--- config.mk ---
export PLATFORM = sky130hd
export DESIGN_NAME = ext_pipe_unit
export DESIGN_NICKNAME = d
export VERILOG_FILES = /design/src/rtl/ext_pipe_unit.sv
export SDC_FILE = /design/constraint.sdc
export NUM_CORES = 1
export LEC_CHECK = 0
export ABC_CLOCK_PERIOD_IN_PS = 4300
export BUFFER_PORTS_ARGS = -buffer_cell sky130_fd_sc_hd__buf_4
export CORE_ASPECT_RATIO = 1.2
export CORE_MARGIN = 2
export CORE_UTILIZATION = 45
export DETAILED_ROUTE_END_ITERATION = 12
export PLACE_DENSITY_LB_ADDON = 0.2
export REMOVE_ABC_BUFFERS = 1
export SETUP_SLACK_MARGIN = 0.2
export SYNTH_ARGS = -nofsm -noshare
export SYNTH_HDL_FRONTEND = slang
export SYNTH_SLANG_ARGS = --single-unit
export TNS_END_PERCENT = 5
--- constraint.sdc ---
create_clock -name clk -period 4.3 [get_ports clk]
set_input_delay 0.43 -clock clk [delete_from_list [all_inputs] [get_ports clk]]
set_output_delay 0.43 -clock clk [all_outputs]
set_load 0.05 [all_outputs]
--- src/rtl/ext_pipe_unit.sv ---
// ext_pipe_unit: immediate / load-data extender followed by a DEPTH-entry
// result FIFO. Each accepted request is extended combinationally, stored
// together with its error bit, and presented at the FIFO head one cycle later.
//
// Handshake: a transfer happens on a rising edge when valid and ready are both
// high and flush is low. in_ready depends only on occupancy and reset_n and
// never on out_ready, so a full FIFO refuses a push even if it pops in the same
// cycle. out_valid stays high, and out_data/out_err stay stable, until the
// consumer raises out_ready.
module ext_pipe_unit #(
  parameter int DATA_W = 32,
  parameter int IMM_W  = 16,
  parameter int SA_W   = 5,
  parameter int DEPTH  = 2,
  localparam int OFF_W = $clog2(DATA_W / 8),
  localparam int CNT_W = $clog2(DEPTH) + 1
) (
  input  logic              clk,
  input  logic              reset_n,
  input  logic              flush,
  input  logic              in_valid,
  output logic              in_ready,
  input  logic [3:0]        mode,
  input  logic [IMM_W-1:0]  imm,
  input  logic [SA_W-1:0]   sa,
  input  logic [DATA_W-1:0] mem_word,
  input  logic [OFF_W-1:0]  byte_off,
  output logic              out_valid,
  input  logic              out_ready,
  output logic [DATA_W-1:0] out_data,
  output logic              out_err,
  output logic [CNT_W-1:0]  count
);

  localparam int PTR_W = $clog2(DEPTH);

  localparam logic [3:0] M_ZERO = 4'd0;
  localparam logic [3:0] M_ZIMM = 4'd1;
  localparam logic [3:0] M_SIMM = 4'd2;
  localparam logic [3:0] M_HIMM = 4'd3;
  localparam logic [3:0] M_SA   = 4'd4;
  localparam logic [3:0] M_LB   = 4'd5;
  localparam logic [3:0] M_LBU  = 4'd6;
  localparam logic [3:0] M_LH   = 4'd7;
  localparam logic [3:0] M_LHU  = 4'd8;
  localparam logic [3:0] M_LW   = 4'd9;

  logic [DATA_W-1:0] data_mem [DEPTH];
  logic [DEPTH-1:0]  err_mem;
  logic [PTR_W-1:0]  wptr;
  logic [PTR_W-1:0]  rptr;

  logic [DATA_W-1:0] byte_sh;
  logic [DATA_W-1:0] half_sh;
  logic [DATA_W-1:0] ext_data;
  logic              ext_err;
  logic              push;
  logic              pop;

  // Extend the incoming request; the selected lane is shifted down to bit 0.
  always_comb begin
    byte_sh  = mem_word >> (32'(byte_off) * 32'd8);
    half_sh  = mem_word >> ((32'(byte_off) >> 1) * 32'd16);
    ext_data = '0;
    ext_err  = 1'b0;
    case (mode)
      M_ZERO: ext_data = '0;
      M_ZIMM: ext_data = DATA_W'(imm);
      M_SIMM: ext_data = DATA_W'($signed(imm));
      M_HIMM: ext_data = DATA_W'(imm) << (DATA_W - IMM_W);
      M_SA:   ext_data = DATA_W'(sa);
      M_LB:   ext_data = DATA_W'($signed(byte_sh[7:0]));
      M_LBU:  ext_data = DATA_W'(byte_sh[7:0]);
      M_LH, M_LHU: begin
        if (byte_off[0]) begin
          ext_err = 1'b1;
        end else if (mode == M_LH) begin
          ext_data = DATA_W'($signed(half_sh[15:0]));
        end else begin
          ext_data = DATA_W'(half_sh[15:0]);
        end
      end
      M_LW: begin
        if (byte_off != '0) ext_err = 1'b1;
        else                ext_data = mem_word;
      end
      default: ext_err = 1'b1;
    endcase
  end

  // Handshake qualifiers and head presentation (zero when empty).
  always_comb begin
    in_ready  = reset_n & (count < CNT_W'(DEPTH));
    out_valid = (count != '0);
    push      = in_valid & in_ready & ~flush;
    pop       = out_valid & out_ready & ~flush;
    out_data  = out_valid ? data_mem[rptr] : '0;
    out_err   = out_valid ? err_mem[rptr] : 1'b0;
  end

  // Storage array: written only on an accepted push, no reset needed since
  // the head is masked by occupancy.
  always_ff @(posedge clk) begin
    if (push) begin
      data_mem[wptr] <= ext_data;
      err_mem[wptr]  <= ext_err;
    end
  end

  // Pointers and occupancy; reset wins over flush, both empty the FIFO.
  always_ff @(posedge clk) begin
    if (!reset_n || flush) begin
      wptr  <= '0;
      rptr  <= '0;
      count <= '0;
    end else begin
      if (push) wptr <= wptr + PTR_W'(1);
      if (pop)  rptr <= rptr + PTR_W'(1);
      case ({push, pop})
        2'b10:   count <= count + CNT_W'(1);
        2'b01:   count <= count - CNT_W'(1);
        default: count <= count;
      endcase
    end
  end

endmodule

==> results.sh <==
export IMPL_grt_overflow=0
export IMPL_post_dp_cell_area_um2=4540
export IMPL_grt_max_degree=34
export IMPL_row_count=36
export IMPL_postCtsSetupRepairBufs=0
export IMPL_hold_viol=0
export IMPL_grt_total_usage_pct=21.0
export IMPL_synth_edf_count=66
export IMPL_worst_hold_slack_ns=0.420
export IMPL_ctsResizeCount=0
export IMPL_end_kind="output pin"
export IMPL_fin_area_um2=4770
export IMPL_firstDrtPassIters=4
export IMPL_crit_arrival_ns=1.97
export IMPL_hpwl_um=6550
export IMPL_synth_area_per_cell_um2=12.4
export IMPL_synthFlopType="edfxtp_1"
export IMPL_synthTopCellsByArea="edfxtp_1, mux2i_1, nor2_1"
export IMPL_synth_cell_area_um2=3750
export IMPL_synth_warning_count=0
export IMPL_coreArea_um2=8110
export IMPL_drc_errors=0
export IMPL_r2r_start="count[1]$_SDFFE_PP0P_"
export IMPL_route_met2_wl_um=5220
export IMPL_p_leak_uw=0.00177
export IMPL_ys_top_cells_by_count="edfxtp_1, nor2_1, mux2i_1, nand2_1, a221o_1"
export IMPL_yosysTopAreaCell="edfxtp_1"
export IMPL_drive_gt1_share_pct=34.3
export IMPL_pwr_density_cell_nw_per_um2=340
export IMPL_synth_distinct_cells=46
export IMPL_hold_path_class="primary input to flip-flop"
export IMPL_setup_worst_path_class="flip-flop to output pin"
export IMPL_yosysMostFrequentCell="edfxtp_1"
export IMPL_worstPathRequired_ns=3.87
export IMPL_wl_um=9480
export IMPL_multi_input_area_um2=1540
export IMPL_grt_setup_unrepaired="no"
export IMPL_dp_slack_ns=1.86
export IMPL_regArea_um2=2080
export IMPL_drt_iter0_drc=184
export IMPL_yosys_register_bits=71
export IMPL_die_w_um=87.3
export IMPL_final_nets=460
export IMPL_slew_viol_final=0
export IMPL_ys_seq_area_share_pct=55.6
export IMPL_viasPerCell=5.85
export IMPL_drtAntennaViolNets=0
export IMPL_htreeDepth=3
export IMPL_root_buffer="clkbuf_8"
export IMPL_clk_pin_slew_ns=0.08
export IMPL_min_period_over_period_pct=55.9
export IMPL_holdBufCountCts=0
export IMPL_cts_made_buffers=9
export IMPL_startpoint_type="flip-flop"
export IMPL_wl_met3_um=583
export IMPL_status="complete, no violations"
export IMPL_routedWlPerCell_um=19.1
export IMPL_maxCapViolCount=0
export IMPL_setup_viol=0
export IMPL_place_congestion=0.861
export IMPL_min_period_ns=2.40
export IMPL_clk_latency_ns=0.34
export IMPL_grt_pass1_wl_um=14300
export IMPL_fmax_mhz=416
export IMPL_tightest_slew_ns=1.20
export IMPL_cts_tree="built"
export IMPL_ir_drop_mv=0.213
export IMPL_antenna_found_initial=0
export IMPL_synthCells=302
export IMPL_final_setup_tns_ns=0
export IMPL_via_count=2895
export IMPL_first_global_vias=2737
export IMPL_cp_max_fo=32
export IMPL_io_pins=101
export IMPL_routedLengthMet1_um=3520
export IMPL_cts_sinks=71
export IMPL_die_area_um2=9080
export IMPL_setup_ws_ns=1.90
export IMPL_io_buffers=100
export IMPL_fillCellCount=711
export IMPL_start_util_pct=46.2
export IMPL_synth_async_sr_flop_share_pct=0
export IMPL_diodes=0
export IMPL_skew_ns=0.00844
export IMPL_syn2layout_area_growth_pct=27.4
export IMPL_clockBufferDepth=2
export IMPL_slew_headroom_pct=19.3
export IMPL_routed_top_layer="met4"
export IMPL_hold_path_startpoint="imm[11]"
export IMPL_synth_top_area_share_pct=52.9
export IMPL_die_h_um=104
[path summary, 6_finish.rpt]
path | endpoint | slack [ns] | cells past startpoint
hold / removal | data_mem[1][11]$_DFFE_PP_ | 0.42 | 3
hold reg to reg | wptr$_SDFFE_PP0N_ | 0.56 | 2
setup / recovery | out_data[0] | 1.90 | 3
setup reg to reg | count[1]$_SDFFE_PP0P_ | 2.53 | 5
[layout make-up]
class	count	share of cell area [%]
Sequential cell	71	43.6
Clock inverter	5	2.23
Tap cell	95	2.49
Timing Repair Buffer	104	16.4
Inverter	4	0.314
Multi-Input combinational cell	205	32.2
Clock buffer	11	2.75
[cells by family after synthesis]
group	count (synthesis)	share of synthesized area (%)
DFF	71	55.6
buffers and inverters	26	3.64
muxes	48	14.6
adders and majority gates	1	0.334
and+or+nand+nor	99	13.0
xor gates and xnor gates	5	1.17
AOI/OAI and AO/OA	52	11.7
[routing by layer]
| metal | up-vias | GRT usage (%) |
|---|---|---|
| met4 | 0 | 8.02 |
| met3 | 14 | 3.02 |
| li1 | 1361 | - |
| met1 | 1413 | 26.5 |
| met5 | - | 0 |
| met2 | 107 | 35.7 |
[registers in the layout (all words and copies together) (netlist names), named ones only]
name      flops
count         2
err_mem       2
wptr          1
rptr          1
data_mem     64
[critical path, stage by stage, from the launching register on]
cell	delay [ns]
dfxtp_2	1.02
mux2i_1	0.34
nor2_1	0.06
buf_4	0.20
[metrics by stage]
| step | utilization, % | power [µW] | cells |
|---|---|---|---|
| floorplan | - | 902 | 280 |
| global placement | 56.0 | 1000 | 479 |
| detailed placement | 56.0 | 1010 | 479 |
| CTS | 58.9 | 1630 | 495 |
| global route | 58.9 | 1670 | 495 |
| finish | 58.9 | 1620 | 495 |
[cells in the final DEF (no fill, tap or decap), types with 3 or more instances in the layout]
cell type / n
buf_4: 104
edfxtp_1: 66
nor2_1: 43
mux2i_1: 39
nand2_1: 19
a221o_1: 15
a22oi_1: 14
nand3_1: 14
clkbuf_8: 9
mux4_2: 5
a21oi_1: 5
mux2_2: 4
dfxtp_1: 4
inv_1: 3
nand2b_1: 3
nor3b_1: 3
nand4b_1: 3
xor2_1: 3
a222oi_1: 3
o221ai_1: 3
bufinv_16: 3
[power by group]
group	switching, µW	internal (µW)
sequential	5.18	774
clock	243	387
combinational	120	93.5
total	368	1250
No activity file was read; power rests on OpenSTA's default activity.
